$ cat src/rtl/serial_adder_pkg.sv
// serial_adder_pkg: FSM state type and counter-width helper for the bit-serial adder
package serial_adder_pkg;
   typedef enum logic [1:0] {IDLE, RUN, DONE} sa_state_t;
   function automatic int sa_cnt_w(input int width);
      return ($clog2(width) < 1) ? 1 : $clog2(width);
   endfunction
endpackage

$ cat src/rtl/serial_adder_if.sv
// serial_adder_if: operand and result valid/ready handshakes of the bit-serial adder
interface serial_adder_if #(parameter int WIDTH = 8) ();
   logic             in_valid, in_ready, cin;
   logic             out_valid, out_ready, cout, busy;
   logic [WIDTH-1:0] a, b, sum;
   modport master (output in_valid, a, b, cin, out_ready,
                   input  in_ready, out_valid, sum, cout, busy);
   modport slave  (input  in_valid, a, b, cin, out_ready,
                   output in_ready, out_valid, sum, cout, busy);
endinterface

$ cat src/rtl/serial_adder_full_adder.sv
// full_adder: 1-bit full adder cell
module full_adder (
   input  logic x,
   input  logic y,
   input  logic cin,
   output logic s,
   output logic carry
);
   assign s     = x ^ y ^ cin;
   assign carry = (x & y) | (cin & (x ^ y));
endmodule

$ cat src/rtl/serial_adder.sv
// serial_adder: LSB-first bit-serial WIDTH-bit adder built around one full_adder cell
module serial_adder
   import serial_adder_pkg::*;
#(
   parameter int WIDTH = 8
) (
   input logic           clk,
   input logic           rst_n,
   serial_adder_if.slave bus
);
   localparam int CW = sa_cnt_w(WIDTH);
   if (WIDTH < 1) begin : g_chk
      $fatal(1, "serial_adder: WIDTH must be >= 1");
   end
   sa_state_t        state_q, state_d;
   logic [CW-1:0]    cnt_q, cnt_d;
   logic [WIDTH-1:0] a_q, a_d, b_q, b_d, acc_q, acc_d, sum_q, sum_d;
   logic             carry_q, carry_d, cout_q, cout_d, fa_s, fa_c;
   full_adder u_fa (
      .x(a_q[0]), .y(b_q[0]), .cin(carry_q), .s(fa_s), .carry(fa_c)
   );
   // sum/cout are separate output flops so they hold steady while acc_q shifts
   always_comb begin
      state_d = state_q;
      cnt_d   = cnt_q;
      a_d     = a_q;
      b_d     = b_q;
      acc_d   = acc_q;
      carry_d = carry_q;
      sum_d   = sum_q;
      cout_d  = cout_q;
      unique case (state_q)
         IDLE: if (bus.in_valid) begin
            a_d     = bus.a;
            b_d     = bus.b;
            carry_d = bus.cin;
            cnt_d   = '0;
            state_d = RUN;
         end
         RUN: begin
            a_d     = a_q >> 1;
            b_d     = b_q >> 1;
            acc_d   = (acc_q >> 1) | (WIDTH'(fa_s) << (WIDTH - 1));
            carry_d = fa_c;
            cnt_d   = cnt_q + CW'(1);
            if (cnt_q == CW'(WIDTH - 1)) begin
               state_d = DONE;
               sum_d   = acc_d;
               cout_d  = fa_c;
            end
         end
         DONE: state_d = bus.out_ready ? IDLE : DONE;
         default: state_d = IDLE;
      endcase
   end
   always_ff @(posedge clk or negedge rst_n) begin
      if (!rst_n) begin
         state_q <= IDLE;
         cnt_q   <= '0;
         a_q     <= '0;
         b_q     <= '0;
         acc_q   <= '0;
         carry_q <= 1'b0;
         sum_q   <= '0;
         cout_q  <= 1'b0;
      end else begin
         state_q <= state_d;
         cnt_q   <= cnt_d;
         a_q     <= a_d;
         b_q     <= b_d;
         acc_q   <= acc_d;
         carry_q <= carry_d;
         sum_q   <= sum_d;
         cout_q  <= cout_d;
      end
   end
   assign bus.in_ready  = (state_q == IDLE);
   assign bus.out_valid = (state_q == DONE);
   assign bus.busy      = (state_q != IDLE);
   assign bus.sum       = sum_q;
   assign bus.cout      = cout_q;
endmodule

$ cat src/flat_wrapper.sv
// flat-port wrapper written by rule: the top's interface ports become plain ports
module serial_adder_flat import serial_adder_pkg::*;
#(
   parameter int WIDTH = 8
)
  (clk, rst_n, bus_in_valid, bus_a, bus_b, bus_cin, bus_out_ready, bus_in_ready, bus_out_valid, bus_sum, bus_cout, bus_busy);
  serial_adder_if #(.WIDTH(WIDTH)) bus_i ();
  input logic clk;
  input logic rst_n;
  input wire logic [$bits(bus_i.in_valid)-1:0] bus_in_valid;
  input wire logic [$bits(bus_i.a)-1:0] bus_a;
  input wire logic [$bits(bus_i.b)-1:0] bus_b;
  input wire logic [$bits(bus_i.cin)-1:0] bus_cin;
  input wire logic [$bits(bus_i.out_ready)-1:0] bus_out_ready;
  output wire logic [$bits(bus_i.in_ready)-1:0] bus_in_ready;
  output wire logic [$bits(bus_i.out_valid)-1:0] bus_out_valid;
  output wire logic [$bits(bus_i.sum)-1:0] bus_sum;
  output wire logic [$bits(bus_i.cout)-1:0] bus_cout;
  output wire logic [$bits(bus_i.busy)-1:0] bus_busy;
  assign bus_i.in_valid = bus_in_valid;
  assign bus_i.a = bus_a;
  assign bus_i.b = bus_b;
  assign bus_i.cin = bus_cin;
  assign bus_i.out_ready = bus_out_ready;
  assign bus_in_ready = bus_i.in_ready;
  assign bus_out_valid = bus_i.out_valid;
  assign bus_sum = bus_i.sum;
  assign bus_cout = bus_i.cout;
  assign bus_busy = bus_i.busy;
  serial_adder #(.WIDTH(WIDTH)) u_core (.clk(clk), .rst_n(rst_n), .bus(bus_i));
endmodule
$ cat config.mk
export PLATFORM = sky130hd
export DESIGN_NAME = serial_adder_flat
export DESIGN_NICKNAME = d
export VERILOG_FILES = /design/src/rtl/serial_adder_pkg.sv /design/src/rtl/serial_adder_if.sv /design/src/rtl/serial_adder_full_adder.sv /design/src/rtl/serial_adder.sv /design/src/flat_wrapper.sv
export SDC_FILE = /design/constraint.sdc
export NUM_CORES = 1
export LEC_CHECK = 0
export CAP_MARGIN = 30
export CORE_MARGIN = 2
export CORE_UTILIZATION = 46
export DETAILED_ROUTE_END_ITERATION = 10
export GPL_TIMING_DRIVEN = 1
export PLACE_DENSITY = 0.75
export SLEW_MARGIN = 25
export SYNTH_ARGS = -nofsm -noshare
export SYNTH_HDL_FRONTEND = slang
export SYNTH_SLANG_ARGS = --single-unit
$ cat constraint.sdc
create_clock -name clk -period 1.5 [get_ports clk]
set_clock_uncertainty 0.1 [all_clocks]
set_input_delay 0.3 -clock clk [delete_from_list [all_inputs] [get_ports clk]]
set_output_delay 0.3 -clock clk [all_outputs]
set_load 0.02 [all_outputs]
==> metrics.txt <==
Final Power=5.169 mW; Tcrit/Tclk final=106.4%; Power Density=2049 nW/µm²; CP peak stage delay=0.41 ns; nets@finish=190; final setup fails=18; flops & latches, synth=38; combinational share of power=49.0%; placed insts=200; I/O pins=33; initial antenna violation count=0; CTS tree=built; number of cell rows=22; met3 usage=4.110%; Reg power frac=37.2%; DR pass1 iterations=4; area delta synth->final=46.41%; Mapped Avg Cell Area=14.48 µm²; Die Area=4251 µm²; leak pwr=1.093 nW; Top delay family on crit path=flip-flops; clock power share=13.8%; GR Util met2=31.76%; GRT Util Overall=19.32%; share of post-route cells with drive strength above 1=47.31%; cells along the critical path=ha_2, ha_4, nand3b_1, buf_12, mux2_2; GR Layer Usage met1=25.93%; first-pass GRT wire length=6189 µm; Cell variety after synth=26; htree depth=2; fin util=69.42%; Clock Path Buffers=2; Seq/Total Area, Yosys=55.19%; CTS root buffer=clkbuf_8; WL final=4033 µm; switch share=33.49%; diodes inserted=0; clock slew at reported path FFs=0.08 ns; internal power=3.438 mW; hpwl dp=2426 µm; crit start category=flip-flop; final hold vios=0; Setup CP Type=flip-flop to flip-flop; most used routing layer=met2; RSZ-0062 raised after global routing=true; HP Class=flip-flop to flip-flop; synthesized area=1723 µm²; Crit. End Element=flip-flop; CP arrival=1.67 ns; Clock Latency Late Sink=0.28 ns; Worst Path Required=1.57 ns; Sw Pwr=1.731 mW; FILL cells=256; routability cong.=0.7236; pin count of the biggest net entering global routing=39; VDD IR-drop max=1.079 mV; FMAX=0.6263 GHz; Initial Util=47.42%; Sink Count=38; Async SR Flop Fraction=100.0%; crit-path max FO=10; vias in the first global route=1230; DR vias/cell=5.735; WL per Instance=18.76 µm; synthesized netlist net count=143; status=finished, violations left; failing checks=negative setup slack; non-filler cells, final=215; Slew Limit Fails=0; # port buffers=32; Post-synth EDFFs=0; ys flop type=dfrtp_1; Die Height=65.20 µm; Slew @ Worst Pin=0.4753 ns; Die W=65.20 µm; Rel. slew slack=68.32%; Buf/Inv on CP=1; DRC violations left=0; minimum clock period=1.597 ns; Slowest-stage cell, CP=dfrtp_1; via count=1233; Antenna Nets Post-Route=0; Mapped Cells=119; Setup WS post-layout=-0.09670 ns; detailed router's first-iteration violation count=60; Max-Cap Viols=0; Inserted Clock Buffers=5; GRT overflow=0; Core Area=3633 µm²; synth warn=0; pre-CTS WS=-0.2886 ns
power groups by stage:
stage,logic (mW),clock network (mW),registers [mW]
floorplan,1.23,0,1.91
global placement,1.98,0,1.82
detailed placement,2.08,0,1.85
CTS,2.08,0.729,1.84
global route,2.72,0.778,1.99
finish,2.53,0.714,1.92
cell families (layout without fill, tap and decap cells):
logic type	after synthesis	after routing	share of synthesized area, %
DFF	38	38	55.19
AOI/OAI and AO/OA	23	24	13.43
muxes	17	17	11.04
and+or+nand+nor	25	25	13.29
adders and majority gates	3	3	2.614
buffers and inverters	13	60	4.430
through the flow:
stage	area [µm²]	setup TNS (ns)	hold WS [ns]
2_1_floorplan	1734	0	-0.09559
3_3_place_gp	2153	-4.622	0.2674
3_5_place_dp	2153	-5.375	0.2687
4_1_cts	2285	-0.6114	0.4060
5_1_grt	2522	-1.928	0.4139
6_report	2522	-0.7899	0.4012
final timing paths:
path / slack [ns] / cells past startpoint / from / endpoint
worst max-delay path: -0.1 / 5 / u_core.cnt_q[0]$_DFFE_PN0P_ / u_core.bus.cout$_DFFE_PN0P_
worst min-delay path: 0.40 / 1 / u_core.bus.sum[0]$_DFFE_PN0P_ / u_core.bus.sum[0]$_DFFE_PN0P_
worst max register to register: -0.1 / 5 / u_core.cnt_q[0]$_DFFE_PN0P_ / u_core.bus.cout$_DFFE_PN0P_
worst min register to register: 0.40 / 1 / u_core.bus.sum[0]$_DFFE_PN0P_ / u_core.bus.sum[0]$_DFFE_PN0P_
max in group asynchronous: 0.44 / 3 / rst_n / u_core.state_q[0]$_DFFE_PN0P_
min in group asynchronous: 0.50 / 3 / rst_n / u_core.b_q[3]$_DFFE_PN0P_
timing repair:
| item | CTS | global route |
|---|---|---|
| cloned | 0 | 4 |
| setup buffers | 2 | 1 |
| hold buffers | 1 | 0 |
| resized for setup | 30 | 37 |
| hold endpoints to repair | 38 | 0 |
| pin swaps | 0 | 16 |
| setup endpoints to repair | 34 | 28 |
registers in the layout (all words and copies together), names as in the netlist:
signal / flops
u_core.a_q: 8
u_core.acc_q: 7
u_core.b_q: 8
u_core.bus.cout: 1
u_core.bus.sum: 8
u_core.carry_q: 1
u_core.cnt_q: 3
u_core.state_q: 2
cell usage after synthesis (all sizes together), types with 3 or more instances:
cell	count	area, µm²
clkbuf	3	12.51
o221a	15	168.9
dfrtp	38	950.9
or4b	15	150.1
buf	9	60.06
mux2	16	180.2
per-layer routing:
metal  routed length (µm)  vias up
li1                     -      562
met1                 1944      645
met2                 1926       24
met3                  135        2
met4                   27        0
met5                    0        -
layout by cell type, fill, tap and decap left out, types with 2 or more instances in the layout:
cell and instances:
dfrtp_1 37, clkdlybuf4s50_1 19, mux2_2 11, buf_4 10, or4b_4 9, o221a_4 9
dlygate4sd2_1 9, or4b_1 6, o221a_2 6, clkbuf_8 6, buf_6 6, mux2_4 5
nor4bb_1 2, nor3b_1 2, a211o_1 2, a22o_1 2, o21ba_4 2, clkbuf_16 2
buf_12 2
cell type report:
class | instances | area (µm²) | area share [%]
repair buffers | 51 | 531.8 | 21.08
multi-input cells | 69 | 879.6 | 34.87
well taps | 48 | 60.06 | 2.381
flip-flops and latches | 38 | 952.2 | 37.75
clock buffers | 6 | 82.58 | 3.274
inverters | 1 | 3.754 | 0.1488
clock inverters | 2 | 12.51 | 0.4960
Note: power is estimated with default switching activity, not from simulation.
